<file path="src/rtl/rca8_multibyte_add_seq.sv">
// Byte-serial wide adder: one shared 8-bit ripple-carry adder walks NBYTES slices, LSB first.
// Optional build macro ADDSEQ_SUBTRACT_EN adds a 'sub' port for a - b.

module rca8_fa (
  input  logic a,
  input  logic b,
  input  logic ci,
  output logic s,
  output logic co
);
  assign s  = a ^ b ^ ci;
  assign co = (a & b) | (ci & (a ^ b));
endmodule

module rca8 (
  input  logic [7:0] a,
  input  logic [7:0] b,
  input  logic       ci,
  output logic [7:0] s,
  output logic       co
);
  logic [8:0] c;
  assign c[0] = ci;
  rca8_fa u_fa[7:0] (.a(a), .b(b), .ci(c[7:0]), .s(s), .co(c[8:1]));
  assign co = c[8];
endmodule

module rca8_multibyte_add_seq #(
  parameter int NBYTES = 4
) (
  input  logic                  clk,
  input  logic                  rst,
  input  logic                  start,
  input  logic [8*NBYTES-1:0]   a,
  input  logic [8*NBYTES-1:0]   b,
  input  logic                  cin,
`ifdef ADDSEQ_SUBTRACT_EN
  input  logic                  sub,
`endif
  output logic                  busy,
  output logic                  done,
  output logic [8*NBYTES-1:0]   sum,
  output logic                  cout
);
  localparam int IW = (NBYTES > 1) ? $clog2(NBYTES) : 1;

  typedef enum logic [1:0] {IDLE, RUN, DONE} state_t;
  typedef struct packed {
    logic [NBYTES-1:0][7:0] a;
    logic [NBYTES-1:0][7:0] b;
  } op_t;

  state_t                 state, state_n;
  op_t                    op_q;
  logic [IW-1:0]          idx;
  logic                   carry;
  logic [NBYTES-1:0][7:0] sum_q;
  logic                   accept, last;
  logic [7:0]             rca_a, rca_b, rca_s;
  logic                   rca_co, carry_init;

  assign last = (idx == IW'(NBYTES - 1));

  always_ff @(posedge clk or posedge rst) begin
    if (rst) state <= IDLE;
    else     state <= state_n;
  end

  always_comb begin
    state_n = state;
    accept  = 1'b0;
    busy    = 1'b0;
    done    = 1'b0;
    case (state)
      IDLE: begin
        accept = start;
        if (start) state_n = RUN;
      end
      RUN: begin
        busy = 1'b1;
        if (last) state_n = DONE;
      end
      DONE: begin
        done   = 1'b1;
        accept = start;
        state_n = start ? RUN : IDLE;
      end
      default: state_n = IDLE;
    endcase
  end

`ifdef ADDSEQ_SUBTRACT_EN
  logic sub_q;
  // Subtract is a + ~b + 1: invert each B slice and seed the carry with 1.
  assign rca_b      = op_q.b[idx] ^ {8{sub_q}};
  assign carry_init = sub ? 1'b1 : cin;
  always_ff @(posedge clk or posedge rst) begin
    if (rst)         sub_q <= 1'b0;
    else if (accept) sub_q <= sub;
  end
`else
  assign rca_b      = op_q.b[idx];
  assign carry_init = cin;
`endif

  assign rca_a = op_q.a[idx];

  rca8 u_rca8 (.a(rca_a), .b(rca_b), .ci(carry), .s(rca_s), .co(rca_co));

  always_ff @(posedge clk or posedge rst) begin
    if (rst) begin
      op_q  <= '0;
      idx   <= '0;
      carry <= 1'b0;
      sum_q <= '0;
      cout  <= 1'b0;
    end else if (accept) begin
      op_q  <= '{a: a, b: b};
      idx   <= '0;
      carry <= carry_init;
    end else if (state == RUN) begin
      sum_q[idx] <= rca_s;
      carry      <= rca_co;
      // idx parks on the top slice rather than wrapping.
      if (last) cout <= rca_co;
      else      idx  <= idx + IW'(1);
    end
  end

  assign sum = sum_q;
endmodule

</file>
<file path="config.mk">
export PLATFORM = sky130hd
export DESIGN_NAME = rca8_multibyte_add_seq
export DESIGN_NICKNAME = d
export VERILOG_FILES = /design/src/rtl/rca8_multibyte_add_seq.sv
export SDC_FILE = /design/constraint.sdc
export NUM_CORES = 1
export LEC_CHECK = 0
export ABC_AREA = 1
export BUFFER_PORTS_ARGS = -buffer_cell sky130_fd_sc_hd__buf_2
export CAP_MARGIN = 30
export CORE_MARGIN = 3
export CORE_UTILIZATION = 59
export CTS_CLUSTER_DIAMETER = 50
export DETAILED_ROUTE_END_ITERATION = 16
export GPL_ROUTABILITY_DRIVEN = 0
export HOLD_SLACK_MARGIN = 0.12
export PLACE_DENSITY = 0.88
export SLEW_MARGIN = 15
export SYNTH_ARGS = -nofsm -noshare
export SYNTH_HDL_FRONTEND = slang
export SYNTH_SLANG_ARGS = --single-unit
</file>
<file path="constraint.sdc">
create_clock -name clk -period 6.9 [get_ports clk]
set_input_delay 0.345 -clock clk [delete_from_list [all_inputs] [get_ports clk]]
set_output_delay 0.345 -clock clk [all_outputs]
set_load 0.02 [all_outputs]
</file>
==> summary.md <==
| Metric | Value |
|---|---|
| Crit path max-delay family | adder cells |
| Post-synth net total | 672 |
| Pre-CTS worst setup slack | 2.11 ns |
| # rows | 32 |
| Post-synthesis cell area | 4750 um^2 |
| Port Buffers | 102 |
| Hold Path Class | input port to register |
| Slowest CP cell | inv_1 |
| Drt total wl | 11200 um |
| CTS H-Tree Depth | 3 |
| Vias in the first global route | 3799 |
| R2R depth | 16 |
| Filler cell count in the final layout | 581 |
| Initial Util | 61.1% |
| Root Buffer | clkbuf_8 |
| Layout Skew | 0.00920 ns |
| Resized cells post-CTS | 0 |
| CP startpoint kind | register |
| Detailed Place HPWL | 7970 um |
| Crit-path max FO | 24 |
| Hold Slack | 0.208 ns |
| Max-Cap Viols | 0 |
| Die Width | 95.7 um |
| Slew HR | 52.5% |
| GRT Total Usage | 25.6% |
| Max frequency | 203 MHz |
| CP Cell Sequence | inv_1 -> nand3_1 -> nand2_1 -> fa_1 -> inv_1 -> fa_1 -> fa_1 -> fa_1 -> fa_1 -> fa_1 -> fa_1 -> inv_1 -> fa_1 -> inv_1 -> nand2_1 -> nand2_1 |
| CP arrival | 5.23 ns |
| Most used cell, CP | fa_1 |
| Slew @ Worst Pin | 0.711 ns |
| DRC viols | 0 |
| Sum Neg Setup Slack | 0 ns |
| CTS tree | yes |
| Initial DRT Pass Iterations | 5 |
| Die height | 95.7 um |
| Slew Viols, Final | 0 |
| Power per Cell Area | 576 nW/um^2 |
| Largest net degree at the start of global routing | 64 |
| Clock-pin slew on the worst setup and hold paths | 0.09 ns |
| Final nets | 762 |
| First DRT Iteration DRCs | 339 |
| Via count | 4172 |
| Minimum clock period | 4.92 ns |
| Mapped Cells | 592 |
| Synthesized area per cell | 8.02 um^2 |
| Synth warn | 0 |
| Die footprint | 9160 um^2 |
| Antenna violations before repair | 0 |
| Worst-skew pair later-pin latency | 0.37 ns |
| WP data required | 7.21 ns |
| Crit end category | register |
| Via-per-instance ratio | 5.29 |
| CP bufs+invs | 4 |
| Most common cell after layout, fill and taps aside | nand2_1 |
| R2R setup slack | 1.98 ns |
| CTS Buffer Depth | 2 |
| Num CTS Buffers | 9 |
| Post-CTS setup buffers | 0 |
| # diodes | 0 |
| First-pass GRT wire length | 17900 um |
| Final Hold Viols | 0 |
| Post-synthesis register bit count | 102 |
| Setup ws final | 1.98 ns |
| WP depth | 16 |
| Post-route ant nets | 0 |
| Final period utilization | 71.3% |
| Clock sink count | 102 |
| Setup violators final | 0 |
| I/O pins | 103 |
| Hold Crit Depth | 3 |
| RSZ-0062 raised after global routing | false |
| Sequential share of the synthesized area | 53.8% |
| DR WL/cell | 14.2 um |
| Grt total ovfl | 0 |
| Area growth from synthesis to layout | 17.1% |
| Setup Crit Path Kind | register to register |
| Run status | finished clean |
| Most frequent cells in the layout | 242 x nand2_1, 102 x dfrtp_1, 102 x buf_2 |
| VDD IR max | 355 uV |
| Pleak | 3.15 nW |
| Core Box Area | 7770 um^2 |
| Share of cells above drive strength 1 | 19.2% |
| Netlist cell types | 20 |
| Delay of the slowest critical-path stage | 0.61 ns |
[worst min-delay path, cell delays in order]
cell and delay [ns]:
buf_2 0.07, nand3_1 0.06, nand2_1 0.06
[repair_timing]
item                                    4_1_cts  5_1_grt
hold buffers                                  1        0
endpoints found under the setup margin        0        0
hold endpoints to repair                     46        0
[routing by layer]
layer / up-vias / track usage (%) / wire length, um
met5: - / 0 / 0
met4: 0 / 7.11 / 170
met1: 1971 / 34.5 / 4710
li1: 1992 / - / -
met2: 189 / 42.0 / 5410
met3: 20 / 5.76 / 900
[power by group]
group          switching, mW  internal (mW)  leakage (nW)
clock network          0.201          0.298         0.140
logic                   1.13          0.542          1.80
registers              0.146          0.887          1.21
total                   1.47           1.73          3.15
[sequential cells by signal, indices dropped and copies added (netlist names)]
register	flops
state	2
carry	1
idx	2
op_q	64
sum	32
cout	1
[cell families (layout without fill, tap and decap cells)]
group                      count (synthesis)  in the layout  synth area share [%]
DFF                                      102            102                  53.8
AOI/OAI and AO/OA                         36             36                  3.80
and+or+nand+nor                          365            365                  31.1
buffers and inverters                     77            172                  6.93
adders and majority gates                 12             12                  4.43
[metrics by stage]
step	power [mW]	utilization [%]	cells	instance area (um^2)
floorplan	2.18	-	592	4750
CTS	3.19	71.6	789	5560
finish	3.20	71.6	789	5560
detailed placement	2.69	67.8	772	5270
global route	3.45	71.6	789	5560
global placement	2.59	67.8	772	5270
[synth_stat cells]
cell type | n | area, um^2
a21oi_1 | 35 | 175
buf_1 | 1 | 3.75
buf_2 | 11 | 55.1
buf_4 | 3 | 22.5
buf_6 | 2 | 22.5
clkbuf_1 | 10 | 37.5
dfrtp_1 | 102 | 2550
fa_1 | 8 | 160
ha_1 | 4 | 50.1
inv_1 | 49 | 184
inv_2 | 1 | 3.75
nand2_1 | 242 | 908
nand2_2 | 1 | 6.26
nand3_1 | 58 | 290
nand3b_1 | 1 | 7.51
nor2_1 | 55 | 206
nor2_2 | 1 | 6.26
nor2_4 | 1 | 11.3
o21ai_0 | 1 | 5.00
or2_2 | 6 | 37.5
[cell type report]
type                    instances  area (um^2)  area share [%]
clock buffers                  11          151            2.72
flip-flops and latches        102         2550            45.9
repair buffers                106          543            9.77
well taps                     102          128            2.30
clock inverters                 5          129            2.32
inverters                      50          190            3.42
multi-input cells             413         1860            33.5
[worst paths after layout]
check	from	endpoint
max	idx[1]	sum[15]
min	a[15]	op_q[47]
max reg2reg	idx[1]	sum[15]
min reg2reg	sum[24]	sum[24]
max in group asynchronous	rst	op_q[26]
min in group asynchronous	rst	op_q[50]
Note: power is estimated with default switching activity, not from simulation.
